--- config.mk ---
export PLATFORM = sky130hd
export DESIGN_NAME = seq_decoder_n2m_flat
export DESIGN_NICKNAME = d
export VERILOG_FILES = /design/src/rtl/seq_decoder_n2m_if.sv /design/src/rtl/seq_decoder_n2m.sv /design/src/flat_wrapper.sv
export SDC_FILE = /design/constraint.sdc
export NUM_CORES = 1
export LEC_CHECK = 0
export CORE_MARGIN = 4
export CORE_UTILIZATION = 35
export CTS_CLUSTER_SIZE = 10
export DETAILED_ROUTE_END_ITERATION = 8
export HOLD_SLACK_MARGIN = 0.15
export PLACE_DENSITY = 0.61
export SLEW_MARGIN = 25
export SYNTH_ARGS = -nofsm -noshare
export SYNTH_HDL_FRONTEND = slang
export SYNTH_SLANG_ARGS = --single-unit
export TNS_END_PERCENT = 100
--- constraint.sdc ---
create_clock -name clk -period 2.26 [get_ports clk]
set_clock_uncertainty 0.05 [all_clocks]
set_input_delay 0.565 -clock clk [delete_from_list [all_inputs] [get_ports clk]]
set_output_delay 0.565 -clock clk [all_outputs]
set_load 0.03 [all_outputs]
--- src/rtl/seq_decoder_n2m_if.sv ---
// Request/response bundle for seq_decoder_n2m: load handshake, request fields and registered outputs.
// master drives requests; slave is the sequencer.
interface seq_decoder_n2m_if #(
   parameter int SEL_W  = 3,
   parameter int HOLD_W = 4
) ();
   localparam int OUT_W = 2 ** SEL_W;

   logic              en_n;
   logic              in_valid;
   logic              in_ready;
   logic              mode;
   logic [SEL_W-1:0]  sel;
   logic [HOLD_W-1:0] hold;
   logic [OUT_W-1:0]  y;
   logic              busy;
   logic              done;

   modport master (
      output en_n, in_valid, mode, sel, hold,
      input  in_ready, y, busy, done
   );

   modport slave (
      input  en_n, in_valid, mode, sel, hold,
      output in_ready, y, busy, done
   );
endinterface

--- src/rtl/seq_decoder_n2m.sv ---
// Registered N-to-2^N one-hot output sequencer (direct hold or auto-scan); y/busy change one edge after accept.
// in_ready only in IDLE with en_n low; en_n high aborts. SEQ_DECODER_ACTIVE_LOW_OUT_EN makes y active-low.
module seq_decoder_n2m #(
   parameter int SEL_W  = 3,
   parameter int HOLD_W = 4
) (
   input logic               clk,
   input logic               rst,
   seq_decoder_n2m_if.slave  bus
);
   localparam int OUT_W = 2 ** SEL_W;

   localparam logic [1:0] ST_IDLE = 2'd0;
   localparam logic [1:0] ST_HOLD = 2'd1;
   localparam logic [1:0] ST_SCAN = 2'd2;

`ifdef SEQ_DECODER_ACTIVE_LOW_OUT_EN
   localparam logic [OUT_W-1:0] Y_IDLE = '1;
`else
   localparam logic [OUT_W-1:0] Y_IDLE = '0;
`endif

   logic [1:0]        state;
   logic [HOLD_W-1:0] cnt;
   logic [HOLD_W-1:0] hold_q;
   logic [SEL_W-1:0]  idx;
   logic [SEL_W-1:0]  remaining;
   logic [OUT_W-1:0]  y_q;
   logic              busy_q;
   logic              done_q;
   logic              accept;

   // Polarity is folded in here so the rest of the logic is polarity-agnostic.
   function automatic logic [OUT_W-1:0] pick(input logic [SEL_W-1:0] i);
      pick = Y_IDLE ^ (OUT_W'(1) << i);
   endfunction

   assign bus.in_ready = (state == ST_IDLE) & ~bus.en_n & ~rst;
   assign accept       = bus.in_valid & bus.in_ready;
   assign bus.y        = y_q;
   assign bus.busy     = busy_q;
   assign bus.done     = done_q;

   always_ff @(posedge clk) begin
      if (rst) begin
         state     <= ST_IDLE;
         cnt       <= '0;
         hold_q    <= '0;
         idx       <= '0;
         remaining <= '0;
         y_q       <= Y_IDLE;
         busy_q    <= 1'b0;
         done_q    <= 1'b0;
      end else begin
         done_q <= 1'b0;
         case (state)
            ST_IDLE: begin
               if (accept) begin
                  y_q       <= pick(bus.sel);
                  busy_q    <= 1'b1;
                  cnt       <= bus.hold;
                  hold_q    <= bus.hold;
                  idx       <= bus.sel;
                  remaining <= bus.mode ? SEL_W'(OUT_W - 1) : '0;
                  state     <= bus.mode ? ST_SCAN : ST_HOLD;
               end
            end
            ST_HOLD, ST_SCAN: begin
               if (bus.en_n) begin
                  // Abort: drop the output immediately, never signal completion.
                  y_q    <= Y_IDLE;
                  busy_q <= 1'b0;
                  state  <= ST_IDLE;
               end else if (cnt != '0) begin
                  cnt <= cnt - HOLD_W'(1);
               end else if (state == ST_SCAN && remaining != '0) begin
                  idx       <= idx + SEL_W'(1);
                  remaining <= remaining - SEL_W'(1);
                  cnt       <= hold_q;
                  y_q       <= pick(idx + SEL_W'(1));
               end else begin
                  y_q    <= Y_IDLE;
                  busy_q <= 1'b0;
                  done_q <= (state == ST_SCAN);
                  state  <= ST_IDLE;
               end
            end
            default: begin
               y_q    <= Y_IDLE;
               busy_q <= 1'b0;
               state  <= ST_IDLE;
            end
         endcase
      end
   end
endmodule
--- src/flat_wrapper.sv ---
// flat-port wrapper written by rule: the top's interface ports become plain ports
module seq_decoder_n2m_flat 
#(
   parameter int SEL_W  = 3,
   parameter int HOLD_W = 4
)
  (clk, rst, bus_en_n, bus_in_valid, bus_mode, bus_sel, bus_hold, bus_in_ready, bus_y, bus_busy, bus_done);
  seq_decoder_n2m_if #(.SEL_W(SEL_W), .HOLD_W(HOLD_W)) bus_i ();
  input logic clk;
  input logic rst;
  input wire logic [$bits(bus_i.en_n)-1:0] bus_en_n;
  input wire logic [$bits(bus_i.in_valid)-1:0] bus_in_valid;
  input wire logic [$bits(bus_i.mode)-1:0] bus_mode;
  input wire logic [$bits(bus_i.sel)-1:0] bus_sel;
  input wire logic [$bits(bus_i.hold)-1:0] bus_hold;
  output wire logic [$bits(bus_i.in_ready)-1:0] bus_in_ready;
  output wire logic [$bits(bus_i.y)-1:0] bus_y;
  output wire logic [$bits(bus_i.busy)-1:0] bus_busy;
  output wire logic [$bits(bus_i.done)-1:0] bus_done;
  assign bus_i.en_n = bus_en_n;
  assign bus_i.in_valid = bus_in_valid;
  assign bus_i.mode = bus_mode;
  assign bus_i.sel = bus_sel;
  assign bus_i.hold = bus_hold;
  assign bus_in_ready = bus_i.in_ready;
  assign bus_y = bus_i.y;
  assign bus_busy = bus_i.busy;
  assign bus_done = bus_i.done;
  seq_decoder_n2m #(.SEL_W(SEL_W), .HOLD_W(HOLD_W)) u_core (.clk(clk), .rst(rst), .bus(bus_i));
endmodule
==> results of run 1 <==
logic make-up after synthesis:
family	after synthesis	share of synthesized area (%)
compound gates	56	27.75
simple gates	48	17.67
flops	26	34.35
buf+inv	22	6.028
fa+ha+maj	11	9.083
mux	6	3.964
xor+xnor	2	1.156
stage by stage:
| step | util, % | std cells | worst slack [ns] | total power, mW | setup TNS, ns |
|---|---|---|---|---|---|
| after CTS | 48.59 | 260 | 0.03153 | 2.804 | 0 |
| after floorplan | - | 171 | 0.03455 | 1.763 | 0 |
| after detailed placement | 46.85 | 256 | -0.1612 | 2.394 | -1.093 |
| after global placement | 46.85 | 256 | -0.1144 | 2.336 | -0.6407 |
| after global routing | 49.14 | 260 | -0.05282 | 3.069 | -0.1046 |
| final | 49.14 | 260 | 0.07338 | 2.865 | 0 |
worst paths after layout:
kind                    from                  end  slack [ns]  cells after the start
max reg2reg  u_core.state[1]  u_core.remaining[0]        0.07                      7
min          u_core.bus.y[6]      u_core.bus.y[6]        0.42                      1
min reg2reg  u_core.bus.y[6]      u_core.bus.y[6]        0.42                      1
max          u_core.state[1]  u_core.remaining[0]        0.07                      7
critical path, delay by kind of cell, from the launching register on:
kind,cells,cell delay (ns)
AO/OA/AOI/OAI,2,0.25
adder cells (fa/ha/maj),1,0.33
buffers and inverters,2,0.28
flip-flops,1,0.37
AND/OR/NAND/NOR,2,0.84
sequential cells by signal, indices dropped and copies added (netlist names):
signal and cells:
u_core.cnt 4, u_core.idx 3, u_core.remaining 3, u_core.bus.y 8
u_core.hold_q 4, u_core.state 2, u_core.bus.busy 1, u_core.bus.done 1
cell usage in the layout (no fill, tap or decap), drive strengths merged, types with 2 or more instances in the layout:
cell type       n
a221oi          2
nand4           2
mux2i           6
o31ai           5
a31oi           4
o31a            2
nand3           3
nand2           6
a311oi          2
and3            3
a21oi          10
dfxtp          26
o2111ai         2
inv            14
ha             11
o2bb2ai         8
clkdlybuf4s50  20
nor2           13
nor3b           2
nor2b           8
or3b            2
a32oi           6
a211oi          4
o21ai           4
and2            2
clkbuf          3
nand3b          2
buf            22
power by group:
group	internal [mW]	total [mW]	switching, mW	leakage, nW
registers	0.577	0.669	0.0920	0.212
clock network	0.237	0.397	0.160	0.0357
logic	0.794	1.80	1.00	0.559
layout make-up:
type / instances / area [um2]
Fill cell: 401 / 2078
Multi-Input combinational cell: 123 / 923.4
Sequential cell: 26 / 520.5
Timing Repair Buffer: 43 / 377.9
Tap cell: 50 / 62.56
Inverter: 14 / 52.55
Clock buffer: 3 / 41.29
Clock inverter: 1 / 30.03
routing by layer:
metal | vias up | global-route usage [%]
li1 | 719 | -
met1 | 674 | 21.33
met2 | 44 | 25.79
met3 | 12 | 2.599
met4 | 0 | 3.622
met5 | - | 0
==> results.yml, run 1 <==
yosys:
  synth_top_flop_cell: "dfxtp_1"
  syn_nets: 194
  synthMostInstantiatedCell: "dfxtp_1"
  synth_area_leader_cell: "dfxtp_1"
  netlist_top_cells_count: "dfxtp_1 (26), inv_1 (14), nor2_1 (13)"
  netlist_area_um2: 1515
  synthTopCellsByArea: "dfxtp_1 (34%), ha_1 (9.1%), o2bb2ai_1 (4.6%)"
  synth_cell_types: 45
  synth_top_area_share_pct: 34.35
  syn_area_per_cell_um2: 8.861
  synthArstFlopShare_pct: 0
  synthCells: 171
  yosysSeqAreaShare_pct: 34.35
  synth_seq_cells: 26
  synth_edf_count: 0
  ys_warn_count: 0
timing:
  hold_slack_ns: 0.4191
  max_freq_ghz: 0.4573
  tightest_slew_ns: 0.6217
  post-route-period-util_pct: 96.75
  slew_viol_final: 0
  hold_violations: 0
  finalSetupViolCount: 0
  maxSlewHeadroom_pct: 58.55
  rsz0062_at_grt: "yes"
  period_needed_ns: 2.187
clocking:
  post-cts-setup-buffers: 0
  clock_path_buffers: 2
  cts-root-buf: "clkbuf_8"
  clock-sinks: 26
  clkLatencyLatePin_ns: 0.28
  path_clk_slew_ns: 0.09
  cts-hold-fix-buffers: 0
  htree_levels: 1
  cts_buffers: 3
  cts_tree: "yes"
  ctsResizeCount: 0
power_and_ir_drop:
  p_leak_nw: 0.8071
  vdd_ir_drop_max_uv: 654.9
  p_per_area_nw_per_um2: 1427
final_layout:
  antenna_cells: 0
  drive_gt1_share_pct: 14.76
  fin_area_um2: 2008
  syn2layout_area_growth_pct: 32.54
  nNetsFinal: 234
detailed_routing:
  wl_met3_um: 167
  drtAntennaViolNets: 0
  routed_via_density: 5.573
  via_count: 1449
  drt-total-wl_um: 4138
  drtPass1Iterations: 5
  initialDrtViolationCount: 114
  wl_met2_um: 1966
  dr.max_layer_used: "met4"
  wl_per_cell_um: 15.92
  drc: 0
  drt-met1-wl_um: 1919
floorplanning:
  dieArea_um2: 5446
  io_pins: 23
  placeableCoreArea_um2: 4086
  rows: 23
  chipHeight_um: 73.80
  die_x_um: 73.80
  initial_core_util_pct: 37.08
flow_run:
  maxCapViolations: 0
place:
  placed_area_um2: 1914
  gp_congestion: 0.9726
  dp_hpwl_um: 3066
  port_buffers: 22
worst_hold_path:
  min-delay-path-class: "reg -> reg"
setup_path:
  required_ns: 2.42
  cpMaxStageDelayCell: "or4_1"
  arrival_ns: 2.35
  endpoint_kind: "flip-flop"
  critPathKind: "reg -> reg"
  cp_cell_sequence: "inv_1 -> ha_1 -> buf_4 -> nor2b_1 -> a21oi_1 -> or4_1 -> a21oi_1"
  worst_path_most_repeated_cell: "a21oi_1"
  crit_fanout: 10
  slowest_delay_ns: 0.50
  startpoint_type: "flip-flop"
grt:
  grt_start_max_net_pins: 19
  grt_usage_pct: 15.69
  grt_pass1_vias: 1478
  antenna_found_initial: 0
  gr-total-overflow: 0
  grt_first_pass_wirelength_um: 6872
outcome:
  status: "finished, final reports clean"
(Power assumes the default switching activity.)
==> run 2: changes to the inputs <==
CORE_ASPECT_RATIO = 1.25   (was unset)
CORE_MARGIN = 2   (was 4)
SLEW_MARGIN = unset   (was 25)
==> run 2 against run 1 <==
  * Clock-buffer cell count did not move
  * Maximum frequency fell by 0.38%
  * Critical path type is now in -> out
  * Wire length fell by 4.9%
==> results.yml, run 2 (same netlist as run 1, synthesis figures left out) <==
timing:
  setup_tns_ns: 0
  rsz0062_at_grt: "yes"
  period_needed_ns: 2.195
  finalSetupViolCount: 0
  hold_violations: 0
  maxSlewHeadroom_pct: 56.77
  post-route-period-util_pct: 97.12
  max_freq_ghz: 0.4556
  slew_viol_final: 0
  tightest_slew_ns: 0.6485
  fin_ws_ns: 0.06499
  hold_slack_ns: 0.4219
detailed_routing:
  drt-total-wl_um: 3937
  via_count: 1455
  drtAntennaViolNets: 0
  drtPass1Iterations: 4
  routed_via_density: 5.449
  drc: 0
  initialDrtViolationCount: 96
  wl_per_cell_um: 14.75
setup_path:
  arrival_ns: 1.58
  endpoint_kind: "output pin"
  crit_fanout: 4
  timing.rr.start: "u_core.remaining[0]"
  critPathKind: "in -> out"
  ff2ff_path_depth: 9
  crit_start: "bus_en_n"
  r2r-end: "u_core.state[0]"
  rrSetupSlack_ns: 0.18
  startpoint_type: "primary input"
  required_ns: 1.64
final_layout:
  seq_area_um2: 520.5
  fin_cells: 267
  multi_input_area_um2: 920.9
  antenna_cells: 0
  drive_gt1_share_pct: 15.64
  mostFrequentLayoutCell: "dfxtp_1"
  finalCoreUtilization_pct: 49.15
  largest_reg_flops: 8
  syn2layout_area_growth_pct: 34.02
  fillers: 416
  nNetsFinal: 235
  layout_common_cells: "dfxtp_1 (26), buf_4 (22), clkdlybuf4s50_1 (21)"
outcome:
  status: "finished, final reports clean"
place:
  dpl_worst_slack_ns: -0.1611
  gp_congestion: 0.8572
  port_buffers: 22
  placed_cells_incl_taps: 263
  dp_hpwl_um: 3013
power_and_ir_drop:
  p_comb_share_pct: 63.5
  p_per_area_nw_per_um2: 1431
  p_seq_share_pct: 23.0
  swShare_pct: 43.22
  vdd_ir_drop_max_uv: 568.5
  intPower_mw: 1.650
  power_frac_clock_pct: 13.5
  power_switching_mw: 1.256
  p_leak_nw: 0.8024
floorplanning:
  placeableCoreArea_um2: 4131
  die_x_um: 62.85
  initial_core_util_pct: 36.67
  chipHeight_um: 77.56
  rows: 26
  dieArea_um2: 4875
  io_pins: 23
clocking:
  clkLatencyLatePin_ns: 0.28
  cts_tree: "yes"
  cts-hold-fix-buffers: 0
  path_clk_slew_ns: 0.09
  htree_levels: 1
  cts_buffers: 3
  clock-sinks: 26
  clock_path_buffers: 2
  cts-root-buf: "clkbuf_8"
grt:
  grt_usage_pct: 17.26
  grt_start_max_net_pins: 20
  grtUsageMet3_pct: 3.188
  antenna_found_initial: 0
  gr-total-overflow: 0
  grt_first_pass_wirelength_um: 6817
  top_usage_layer: "met2"
  grt_use_met1_pct: 19.55
  grt_pass1_vias: 1489
  use_met2_pct: 30.97
flow_run:
  maxCapViolations: 0
worst_hold_path:
  min-delay-start: "u_core.bus.y[2]"
  min_to: "u_core.bus.y[2]"
  holdPathStages: 1
  min-delay-path-class: "reg -> reg"
-- run 2: changes by cell type in the layout (fill, tap and decap cells not counted), sizes merged --
cell	delta
clkdlybuf4s50	+1
buf	+1
dlymetal6s2s	-1
-- run 2: area by class of cell --
class / instances / area share, %
inverter: 14 / 2.588
tap: 56 / 3.450
clock buffer: 3 / 2.033
sequential: 26 / 25.63
multi-input combinational: 123 / 45.35
timing repair buffer: 44 / 19.47
clock inverter: 1 / 1.479
-- run 2: power by group through the flow --
stage	Combinational [mW]	Sequential [mW]	Clock [mW]
floorplan	1.07	0.696	0
global placement	1.75	0.670	0
detailed placement	1.80	0.677	0
CTS	1.81	0.667	0.402
global route	2.03	0.684	0.417
finish	1.85	0.668	0.392
-- run 2: repair_timing --
action / 4_1_cts / 5_1_grt
gates resized for setup: 0 / 3
hold endpoints to repair: 0 / 0
setup buffers: 0 / 0
endpoints found under the setup margin: 0 / 3
-- run 2: worst max path at each step --
stage	end	slack, ns	cells past startpoint
6_report	bus_in_ready	0.06	4
5_1_grt	u_core.cnt[2]	-0.006	6
4_1_cts	bus_in_ready	0.03	4
3_5_place_dp	u_core.remaining[0]	-0.16	5
3_3_place_gp	u_core.remaining[0]	-0.11	5
2_1_floorplan	bus_in_ready	0.03	4
-- run 2: stage by stage --
step                      area, um2  power [mW]
after floorplan                1515       1.763
after global placement         1942       2.416
after detailed placement       1942       2.479
after CTS                      2013       2.884
after global routing           2031       3.136
final                          2031       2.906
-- run 2: layer usage --
metal	part of all wire, %	wire [um]	up-vias
met4	2.3	89	0
li1	-	-	724
met2	51	2026	31
met5	0	0	-
met1	43	1695	692
met3	3.2	126	8
-- run 2: critical path: stages --
cell             delay [ns]
clkdlybuf4s50_1        0.49
buf_4                  0.18
nor3b_2                0.16
buf_4                  0.18
